$ cat config.mk
export PLATFORM = sky130hd
export DESIGN_NAME = reflet_align_ctrl
export DESIGN_NICKNAME = d
export VERILOG_FILES = /design/src/rtl/reflet_align_ctrl_pkg.sv /design/src/rtl/reflet_align_merge.sv /design/src/rtl/reflet_align_ctrl.sv
export SDC_FILE = /design/constraint.sdc
export NUM_CORES = 1
export LEC_CHECK = 0
export CORE_ASPECT_RATIO = 1.4
export CORE_MARGIN = 2
export CORE_UTILIZATION = 50
export CTS_CLUSTER_DIAMETER = 60
export DETAILED_ROUTE_END_ITERATION = 10
export PLACE_DENSITY = 0.76
export SLEW_MARGIN = 20
export SYNTH_ARGS = -nofsm -noshare
export SYNTH_HDL_FRONTEND = slang
export SYNTH_SLANG_ARGS = --single-unit
$ cat constraint.sdc
create_clock -name clk -period 9.6 [get_ports clk]
set_clock_uncertainty 0.2 [all_clocks]
set_input_delay 1.92 -clock clk [delete_from_list [all_inputs] [get_ports clk]]
set_output_delay 1.92 -clock clk [all_outputs]
set_load 0.1 [all_outputs]
$ cat src/rtl/reflet_align_ctrl_pkg.sv
// reflet_align_ctrl_pkg: controller state encoding and byte-lane geometry helpers
package reflet_align_ctrl_pkg;
  typedef enum logic [2:0] {S_IDLE, S_RD0, S_RD1, S_RDW, S_WR0, S_WR1, S_ACK} state_t;
  localparam int BYTE_W = 8;
  function automatic int align_nb(input int w);
    return w / BYTE_W;
  endfunction
  function automatic int align_ob(input int w);
    return $clog2(w / BYTE_W);
  endfunction
endpackage

$ cat src/rtl/reflet_align_merge.sv
// reflet_align_merge: byte-granular extract/insert across a two-word little-endian window
module reflet_align_merge
  import reflet_align_ctrl_pkg::*;
#(
  parameter int W  = 32,
  parameter int OB = align_ob(W)
) (
  input  logic [W-1:0]  w0,
  input  logic [W-1:0]  w1,
  input  logic [OB-1:0] off,
  input  logic [W-1:0]  wdata,
  output logic [W-1:0]  rdata,
  output logic [W-1:0]  m0,
  output logic [W-1:0]  m1
);
  logic [2*W-1:0] cat, ins, mask;
  assign cat   = {w1, w0};
  assign rdata = W'(cat >> {off, 3'b000});
  assign ins   = {{W{1'b0}}, wdata} << {off, 3'b000};
  assign mask  = {{W{1'b0}}, {W{1'b1}}} << {off, 3'b000};
  assign {m1, m0} = (cat & ~mask) | (ins & mask);
endmodule

$ cat src/rtl/reflet_align_ctrl.sv
// reflet_align_ctrl: splits unaligned CPU accesses into word reads/read-modify-writes
module reflet_align_ctrl
  import reflet_align_ctrl_pkg::*;
#(
  parameter int wordsize = 32
) (
  input  logic                clk,
  input  logic                reset,
  input  logic [wordsize-1:0] cpu_addr,
  input  logic [wordsize-1:0] cpu_data_out,
  input  logic                cpu_write_en,
  input  logic                cpu_read_en,
  output logic [wordsize-1:0] cpu_data_in,
  output logic                cpu_ack,
  output logic                busy,
  output logic [wordsize-1:0] mem_addr,
  output logic [wordsize-1:0] mem_data_out,
  output logic                mem_write_en,
  input  logic [wordsize-1:0] mem_data_in
);
  localparam int OB = align_ob(wordsize);
  localparam int AW = wordsize - OB;
  state_t state_q, state_d;
  logic [wordsize-1:0] addr_q, addr_d, wdata_q, wdata_d, w0_q, w0_d, w1_q, w1_d;
  logic                wr_q, wr_d, mis_q, mis_d;
  logic [wordsize-1:0] rdata, m0, m1;
  logic [AW-1:0]       a0;
  logic [wordsize-1:0] mem_addr_q, mem_addr_d, mem_data_out_q, mem_data_out_d;
  logic [wordsize-1:0] cpu_data_in_q, cpu_data_in_d;
  logic                mem_write_en_q, cpu_ack_q, busy_q;
  always_comb begin
    state_d = state_q;
    addr_d  = addr_q;
    wdata_d = wdata_q;
    w0_d    = w0_q;
    w1_d    = w1_q;
    wr_d    = wr_q;
    mis_d   = mis_q;
    case (state_q)
      S_IDLE: if (cpu_write_en || cpu_read_en) begin
        addr_d  = cpu_addr;
        wdata_d = cpu_data_out;
        wr_d    = cpu_write_en;
        mis_d   = cpu_addr[OB-1:0] != '0;
        w0_d    = '0;
        w1_d    = '0;
        state_d = (cpu_write_en && cpu_addr[OB-1:0] == '0) ? S_WR0 : S_RD0;
      end
      S_RD0: state_d = mis_q ? S_RD1 : S_RDW;
      S_RD1: begin
        w0_d    = mem_data_in;
        state_d = S_RDW;
      end
      S_RDW: begin
        w0_d    = mis_q ? w0_q : mem_data_in;
        w1_d    = mis_q ? mem_data_in : w1_q;
        state_d = wr_q ? S_WR0 : S_ACK;
      end
      S_WR0:   state_d = mis_q ? S_WR1 : S_ACK;
      S_WR1:   state_d = S_ACK;
      default: state_d = S_IDLE;
    endcase
  end
  // merge sees next-state words so the capture edge and the use edge can coincide
  reflet_align_merge #(.W(wordsize), .OB(OB)) u_merge (
    .w0(w0_d), .w1(w1_d), .off(addr_d[OB-1:0]), .wdata(wdata_d),
    .rdata(rdata), .m0(m0), .m1(m1)
  );
  always_comb begin
    a0             = addr_d[wordsize-1:OB];
    mem_addr_d     = (state_d == S_RD0 || state_d == S_WR0) ? {{OB{1'b0}}, a0} :
                     (state_d == S_RD1 || state_d == S_WR1) ? {{OB{1'b0}}, a0 + AW'(1)} : '0;
    mem_data_out_d = (state_d == S_WR0) ? m0 : (state_d == S_WR1) ? m1 : '0;
    cpu_data_in_d  = (state_d == S_ACK && !wr_d) ? rdata : '0;
  end
  always_ff @(posedge clk or negedge reset) begin
    if (!reset) begin
      state_q        <= S_IDLE;
      addr_q         <= '0;
      wdata_q        <= '0;
      w0_q           <= '0;
      w1_q           <= '0;
      wr_q           <= 1'b0;
      mis_q          <= 1'b0;
      mem_addr_q     <= '0;
      mem_data_out_q <= '0;
      cpu_data_in_q  <= '0;
      mem_write_en_q <= 1'b0;
      cpu_ack_q      <= 1'b0;
      busy_q         <= 1'b0;
    end else begin
      state_q        <= state_d;
      addr_q         <= addr_d;
      wdata_q        <= wdata_d;
      w0_q           <= w0_d;
      w1_q           <= w1_d;
      wr_q           <= wr_d;
      mis_q          <= mis_d;
      mem_addr_q     <= mem_addr_d;
      mem_data_out_q <= mem_data_out_d;
      cpu_data_in_q  <= cpu_data_in_d;
      mem_write_en_q <= state_d == S_WR0 || state_d == S_WR1;
      cpu_ack_q      <= state_d == S_ACK;
      busy_q         <= state_d != S_IDLE;
    end
  end
  assign mem_addr     = mem_addr_q;
  assign mem_data_out = mem_data_out_q;
  assign mem_write_en = mem_write_en_q;
  assign cpu_data_in  = cpu_data_in_q;
  assign cpu_ack      = cpu_ack_q;
  assign busy         = busy_q;
endmodule

======== Word-level counts from Yosys, hierarchy flattened ========
Index checks and enable logic that the tools add are counted.
cells by class
  add/sub/neg operators ................... 1
  equal/unequal tests ..................... 10
  bitwise operators ....................... 4
  shift operators ......................... 3
  mux-type cells .......................... 23
  reduce and logical (&&, ||, !) cells .... 12
operators by type and width
  kind                     count
  $mux W32                 11
  $and A64 B64 Y64         2
  $pmux W32 S3             1
  $not A64 Y64             1
  $or A64 B64 Y64          1
  $pmux W32 S2             1
  $shl A32 B5 Y64          1
  $shl A32 B5 Y64 const A  1
  $shr A64 B5 Y32          1
  $mux W30                 2
  $add A30 B1 Y30 const B  1
  $pmux W3 S6              1
  $eq A3 B3 Y1 const B     5
  $eq A3 B2 Y1 const B     3
  $eq A3 B1 Y1 const B     2
  $mux W3                  2
  $logic_or A1 B1 Y1       4
  $mux W2                  2
  $logic_not A3 Y1         1
  $mux W1                  3
  $reduce_bool A3 Y1       1
  $logic_and A1 B1 Y1      2
  $logic_not A2 Y1         1
  $reduce_and A2 Y1        1
  2 further kinds          2
word-level totals
  logic and storage cells ................. 66
  register bits after elaboration ......... 230
  input bits .............................. 100

======== Depth between registers and ports, before layout ========
Gate-level depths: netlist of run 1.
  depth after elaboration ................. 9
  depth in mapped cells ................... 15
  depth with buffers taken out ............ 10

======== Hierarchy ========
Synthesis of run 1 repeated with hierarchy kept, for this count alone.
unflattened totals
  cell total of the unflattened synthesis .. 1156
  area total of the unflattened synthesis .. 11715.0 um2
modules (own cells, without submodules)
  module              times used  cells each  area an instance (um2)
  reflet_align_ctrl   1           1008        9729.3
  reflet_align_merge  1           148         1985.7

======== Worst setup path after synthesis of run 1 ========
No wires, ideal clock.
  path type ............................... input to register
  start point ............................. input cpu_read_en
  end point ............................... register mem_addr_q[16], in the netlist mem_addr[16]
  cell stages on the path ................. 13
  arrival time ............................ 4.768 ns
  path slack .............................. 4.550 ns
  cell sequence ........................... or2_2 > clkbuf_1 > nand2_1 > clkbuf_1 > clkbuf_1 > mux2_2 > ha_1 > clkbuf_1 > inv_1 > nor3_1 > a22oi_1 > o21ai_0 > a31oi_1
RTL lines
  item                    RTL line                 source
  start: declaration      reflet_align_ctrl.sv:12  input logic cpu_read_en,
  $logic_or A1 B1 Y1      reflet_align_ctrl.sv:40  S_IDLE: if (cpu_write_en || cpu_read_en) begin
  $mux W32                reflet_align_ctrl.sv:40
  $mux W32                reflet_align_ctrl.sv:39  case (state_q)
  via addr_d[2]           reflet_align_ctrl.sv:24  logic [wordsize-1:0] addr_q, addr_d, wdata_q, wdata_d, w0_q, w0_d, w1_q, w1_d;
  $add A30 B1 Y30         reflet_align_ctrl.sv:72  (state_d == S_RD1 || state_d == S_WR1) ? {{OB{1'b0}}, a0 + AW'(1)} : '0;
  $mux W30                reflet_align_ctrl.sv:72
  $mux W30                reflet_align_ctrl.sv:71  mem_addr_d = (state_d == S_RD0 || state_d == S_WR0) ? {{OB{1'b0}}, a0} :
  via mem_addr_d[16]      reflet_align_ctrl.sv:28  logic [wordsize-1:0] mem_addr_q, mem_addr_d, mem_data_out_q, mem_data_out_d;
  end signal: assignment  reflet_align_ctrl.sv:99  mem_addr_q <= mem_addr_d;
  end: declaration        reflet_align_ctrl.sv:28
The timed path passes the listed nets, and every way through them passes these cells.
A chain may end at the register's enable or synchronous reset.

======== Final worst setup path of run 1 ========
  start point ............................. input cpu_write_en
  end point ............................... register cpu_data_in_q[18], in the netlist cpu_data_in[18]
between the ends
  longest elaborated chain between the ends .. 7
RTL lines
  item                                                     RTL line                  source
  start: declaration                                       reflet_align_ctrl.sv:11   input logic cpu_write_en,
  branches (longest 6 deep; another with $shr A64 B5 Y32)  -
  $mux W32 *                                               reflet_align_ctrl.sv:74   cpu_data_in_d = (state_d == S_ACK && !wr_d) ? rdata : '0;
  via cpu_data_in_d[18]                                    reflet_align_ctrl.sv:29   logic [wordsize-1:0] cpu_data_in_q, cpu_data_in_d;
  end signal: assignment                                   reflet_align_ctrl.sv:101  cpu_data_in_q <= cpu_data_in_d;
  end: declaration                                         reflet_align_ctrl.sv:29
Mark *: on every way through the listed nets, which the timed path passes.

==> results.py, run 1 <==
metrics = {
    "critical_path": {
        "r2r.worst_path.cells": 8,
        "path_max_fanout": 63,
        "criticalPathCategory": "in -> reg",
        "cp.required_ns": 9.82,
        "cp.arrival_ns": 6.08,
        "crit_path_end_kind": "register",
        "worstSetupStartpointType": "input pin",
    },
    "final_layout": {
        "antennaDiodeCount": 0,
        "nNetsFinal": 1419,
        "drive_gt1_share_pct": 8.85,
        "final_common_cell": "dfrtp_1",
        "final_cell_mix": "dfrtp_1 (230), clkdlybuf4s50_1 (195), nand2_1 (110)",
        "area_delta_synth_final_pct": 26.5,
    },
    "pwr": {
        "p_leak_uw": 0.00629,
        "switchingPower_uw": 3300,
        "switching_share_pct": 52.0,
        "peakVddDrop_mv": 0.222,
        "power_uw": 6350,
        "p_per_area_mw_per_mm2": 433,
        "clkPwrFrac_pct": 16.7,
        "seqPwrFrac_pct": 24.8,
        "power.internal_uw": 3050,
        "pwr-share-comb_pct": 58.5,
    },
    "grt": {
        "grt_pass1_wl_um": 62000,
        "grt_pass1_vias": 10865,
        "grt_max_degree": 147,
        "antenna_found_initial": 0,
        "grt_overflow": 0,
        "grt_use_total_pct": 32.5,
    },
    "floorplan": {
        "die_y_um": 184,
        "core_area_mm2": 0.0227,
        "die-area_mm2": 0.0244,
        "pin_count": 199,
        "die_width_um": 133,
        "num_rows": 65,
        "initial_utilization_pct": 51.1,
    },
    "timing": {
        "min_period_over_period_pct": 61.0,
        "maxSlewHeadroom_pct": 22.7,
        "hold_violations": 0,
        "final_max_slew_viol_count": 0,
        "tightest_slew_ns": 1.16,
        "tns_ns": 0,
        "fmax_mhz": 171,
        "rsz0062_at_grt": "no",
        "period_minus_slack_ns": 5.86,
        "finalSetupViolCount": 0,
    },
    "drt": {
        "drtPass1Iterations": 6,
        "vias": 10898,
        "viasPerCell": 6.67,
        "drc": 0,
        "wl_um": 40400,
        "drtAntennaViolNets": 0,
        "drt_iter0_drc": 934,
        "wl_per_cell_um": 24.7,
    },
    "clocking": {
        "numCtsBuffers": 24,
        "clockBufferDepth": 3,
        "clock-root-buffer": "clkbuf_16",
        "numClockSinks": 230,
        "cts-resized-gates": 0,
        "clk-insertion-delay-late_ns": 0.52,
        "clkTransAtPathRegs_ns": 0.06,
        "htreeDepth": 1,
        "cts_hold_buffers": 0,
        "post_cts_buffers": 0,
        "cts_tree": "done",
    },
    "logic_synthesis": {
        "ys_ff_latch": 230,
        "synth_flop_cell": "dfrtp_1",
        "async_flop_share_pct": 100,
        "netlist_instances": 1173,
        "yosys_warnings": 0,
        "synth.yosys.seq_area_share_pct": 49.7,
        "syn_avg_cell_area_um2": 9.88,
        "synth_cell_types": 65,
        "synth_enable_flop_cells": 0,
        "syn_area_mm2": 0.0116,
    },
    "hold_path": {
        "hold_depth": 1,
        "hold_path.class": "reg -> reg",
    },
    "placed_design": {
        "hpwl_um": 28300,
        "gp_congestion": 0.936,
        "port-buffer-count": 196,
    },
    "job": {
        "cap_violations": 0,
    },
    "run_status": {
        "status": "finished clean",
    },
}
[per-layer routing]
metal | up-vias | global-route usage (%) | routed length (µm)
met3 | 99 | 4.81 | 3320
met5 | - | 0 | 0
li1 | 4774 | - | -
met4 | 0 | 13.9 | 1750
met2 | 660 | 57.0 | 20400
met1 | 5365 | 39.9 | 14900
[through the flow]
step | instance area [µm²] | std cells | worst slack (ns) | hold WS (ns) | utilization [%]
final | 14700 | 1635 | 3.74 | 0.280 | 64.6
after global routing | 14700 | 1635 | 3.59 | 0.292 | 64.6
after CTS | 14600 | 1634 | 3.89 | 0.280 | 64.4
after detailed placement | 13700 | 1592 | 3.36 | 0.266 | 60.4
after global placement | 13700 | 1592 | 3.41 | 0.259 | 60.4
after floorplan | 11600 | 1174 | 4.55 | 0.250 | -
[registers in the layout, indices dropped and copies added, names as in the netlist]
signal        flops
addr_q           32
cpu_data_in      32
mem_data_out     32
w0_q             32
w1_q             32
wdata_q          32
mem_addr         30
state_q           3
busy              1
cpu_ack           1
mem_write_en      1
mis_q             1
wr_q              1
[logic make-up after synthesis]
group | after synthesis | synth area share [%]
flops | 230 | 49.7
buf+inv | 129 | 4.35
fa+ha+maj | 1 | 0.108
xor+xnor | 1 | 0.0756
mux | 76 | 6.86
compound gates | 381 | 23.8
simple gates | 354 | 15.1
other cells | 1 | 0.0324
[layout make-up]
| type | count | area [µm²] |
|---|---|---|
| flip-flops and latches | 230 | 5760 |
| repair buffers | 214 | 2130 |
| fillers | 1858 | 8030 |
| multi-input cells | 815 | 5380 |
| inverters | 33 | 124 |
| clock buffers | 31 | 688 |
| well taps | 301 | 377 |
| clock inverters | 11 | 209 |
[power groups by stage]
| stage | sequential, µW | clock (µW) | combinational, µW |
|---|---|---|---|
| floorplan | 2490 | 0 | 1690 |
| global placement | 1580 | 0 | 3610 |
| detailed placement | 1580 | 0 | 3640 |
| CTS | 1570 | 1060 | 3660 |
| global route | 1610 | 1110 | 3900 |
| finish | 1580 | 1060 | 3720 |
[worst max-delay path, stage by stage]
cell and delay [ns]:
clkdlybuf4s50_1 0.55, or2_2 0.36, buf_4 0.32, and3_1 0.39
nor2_4 0.14, buf_4 0.56, clkinv_1 0.80, buf_4 0.48
and3_1 0.22, o32ai_1 0.26
[path summary, 6_finish.rpt]
| check | from | endpoint | slack (ns) |
|---|---|---|---|
| setup / recovery | cpu_write_en | cpu_data_in[18] | 3.74 |
| hold / removal | w1_q[30] | w1_q[30] | 0.28 |
| setup reg to reg | state_q[0] | cpu_data_in[18] | 5.07 |
| hold reg to reg | w1_q[30] | w1_q[30] | 0.28 |
| max in group asynchronous | reset | w0_q[29] | 7.01 |
| min in group asynchronous | reset | addr_q[18] | 1.08 |
[cells in the mapped netlist (all sizes together) (7+ instances only)]
library cell    n  share of area, %
and2           10              0.54
a22oi           9              0.58
clkbuf         74               2.4
nand3          53               2.3
buf            22              0.89
mux2i          49               4.2
nand4          39               2.1
a21o           23               1.5
and3           27               1.5
dfrtp         230                50
a31oi          18              0.97
o22ai           7              0.38
a22o           25               1.9
inv            32               1.0
nor2           61               2.0
a211oi         13              0.84
o211ai         53               3.4
a31o            8              0.60
a21oi          36               1.6
nor4           10              0.54
o21ai          69               3.0
o221ai         20               1.5
o32ai          33               2.5
nand2         112               3.6
a32oi           8              0.60
mux2           27               2.6
o2111ai        21               1.6
nor3           12              0.52
Power figures use the tool's default switching activity.
==> run 2, diff against run 1 <==
Clock period 9.6 ns to 6.09 ns, I/O delays scaled along.
==> results.py, run 2 (synthesis gave the netlist of run 1 again) <==
metrics = {
    "grt": {
        "grt_overflow": 0,
        "grt_pass1_wl_um": 60500,
        "grt_max_degree": 121,
        "antenna_found_initial": 0,
        "grt_use_total_pct": 31.7,
        "grt_pass1_vias": 10555,
    },
    "floorplan": {
        "die-area_mm2": 0.0244,
        "die_width_um": 133,
        "pin_count": 199,
        "die_y_um": 184,
        "num_rows": 65,
        "core_area_mm2": 0.0227,
        "initial_utilization_pct": 51.1,
    },
    "timing": {
        "tightest_slew_ns": 1.18,
        "rsz0062_at_grt": "no",
        "final_max_slew_viol_count": 0,
        "finalSetupViolCount": 0,
        "tns_ns": 0,
        "maxSlewHeadroom_pct": 21.7,
        "fmax_mhz": 200,
        "hold_violations": 0,
        "min_period_over_period_pct": 82.1,
        "period_minus_slack_ns": 5.00,
    },
    "pwr": {
        "switchingPower_uw": 5160,
        "peakVddDrop_mv": 0.333,
        "pwr-share-comb_pct": 59.3,
        "seqPwrFrac_pct": 25.4,
        "p_per_area_mw_per_mm2": 673,
        "power.internal_uw": 4640,
        "p_leak_uw": 0.00624,
        "switching_share_pct": 52.6,
        "clkPwrFrac_pct": 15.3,
    },
    "critical_path": {
        "r2r.worst_path.cells": 6,
        "path_max_fanout": 41,
        "cp.arrival_ns": 5.17,
        "worstSetupStartpointType": "input pin",
        "r2r_end": "mem_data_out[19]",
        "ff2ff_setup_slack_ns": 1.85,
        "crit_start": "cpu_write_en",
        "cp.required_ns": 6.26,
        "regToRegStartpoint": "state_q[0]",
        "crit_path_end_kind": "register",
        "criticalPathCategory": "in -> reg",
    },
    "final_layout": {
        "final_cell_mix": "dfrtp_1 (230), clkdlybuf4s50_1 (195), nand2_1 (112)",
        "final_common_cell": "dfrtp_1",
        "multiInputGateArea_mm2": 0.00538,
        "antennaDiodeCount": 0,
        "area_delta_synth_final_pct": 25.7,
        "post-route-util_pct": 64.2,
        "seq_area_mm2": 0.00576,
        "fill_cells": 1849,
        "nNetsFinal": 1421,
        "drive_gt1_share_pct": 8.67,
        "fin_area_mm2": 0.0146,
    },
    "clocking": {
        "cts_tree": "done",
        "cts_hold_buffers": 0,
        "clkTransAtPathRegs_ns": 0.06,
        "cts-resized-gates": 0,
        "htreeDepth": 1,
        "post_cts_buffers": 0,
        "numCtsBuffers": 24,
        "clock-root-buffer": "clkbuf_16",
        "clockBufferDepth": 3,
        "clk-insertion-delay-late_ns": 0.54,
        "numClockSinks": 230,
    },
    "run_status": {
        "status": "finished clean",
    },
    "job": {
        "cap_violations": 0,
    },
    "placed_design": {
        "port-buffer-count": 196,
        "place_area_mm2": 0.0137,
        "gp_congestion": 1.01,
        "hpwl_um": 27400,
    },
    "drt": {
        "wl_per_cell_um": 24.0,
        "drc": 0,
        "vias": 10934,
        "drtPass1Iterations": 6,
        "drtAntennaViolNets": 0,
        "wl_um": 39300,
        "drt_iter0_drc": 1118,
        "viasPerCell": 6.67,
    },
    "hold_path": {
        "hold_depth": 1,
        "hold_path.class": "reg -> reg",
        "hold_start": "w1_q[24]",
        "hold_end": "w1_q[24]",
    },
}
==> run 2: metal layers <==
metal | vias up | GRT usage, % | wire (µm)
li1 | 4781 | - | -
met1 | 5377 | 39.4 | 14500
met2 | 647 | 53.8 | 19500
met3 | 129 | 5.39 | 3250
met4 | 0 | 15.4 | 2010
met5 | - | 0 | 0
==> run 2: critical path, cell delays in order <==
cell             delay, ns
clkdlybuf4s50_1       0.64
or2_2                 0.72
a21oi_1               0.46
nor2_4                0.19
clkinv_1              0.88
nand2_1               0.83
o221ai_1              0.20
==> run 2: final cells by class <==
| type | count | area share [%] |
|---|---|---|
| Clock buffer | 33 | 4.71 |
| Inverter | 33 | 0.851 |
| Sequential cell | 230 | 39.5 |
| Clock inverter | 11 | 0.782 |
| Tap cell | 301 | 2.59 |
| Timing Repair Buffer | 216 | 14.6 |
| Multi-Input combinational cell | 815 | 36.9 |
==> run 2: worst max path at each step <==
stage	end	slack [ns]	depth (start not counted)
6_report	mem_data_out[19]	1.09	7
5_1_grt	mem_data_out[19]	0.90	7
4_1_cts	mem_data_out[25]	1.25	7
3_5_place_dp	mem_data_out[22]	0.73	7
3_3_place_gp	mem_data_out[24]	0.83	7
2_1_floorplan	mem_addr[16]	1.74	13
==> run 2: power by group through the flow <==
stage | clock [µW] | sequential [µW] | combinational, µW
after global routing | 1580 | 2540 | 6120
after CTS | 1510 | 2470 | 5730
after floorplan | 0 | 3920 | 2670
after global placement | 0 | 2480 | 5640
final | 1500 | 2490 | 5810
after detailed placement | 0 | 2490 | 5700
==> run 2: through the flow <==
| stage | hold WS [ns] | setup WS [ns] | instances | total power (µW) |
|---|---|---|---|---|
| after detailed placement | 0.268 | 0.731 | 1595 | 8190 |
| final | 0.289 | 1.09 | 1639 | 9800 |
| after global placement | 0.259 | 0.825 | 1595 | 8130 |
| after CTS | 0.281 | 1.25 | 1639 | 9720 |
| after floorplan | 0.250 | 1.74 | 1174 | 6590 |
| after global routing | 0.299 | 0.900 | 1639 | 10200 |
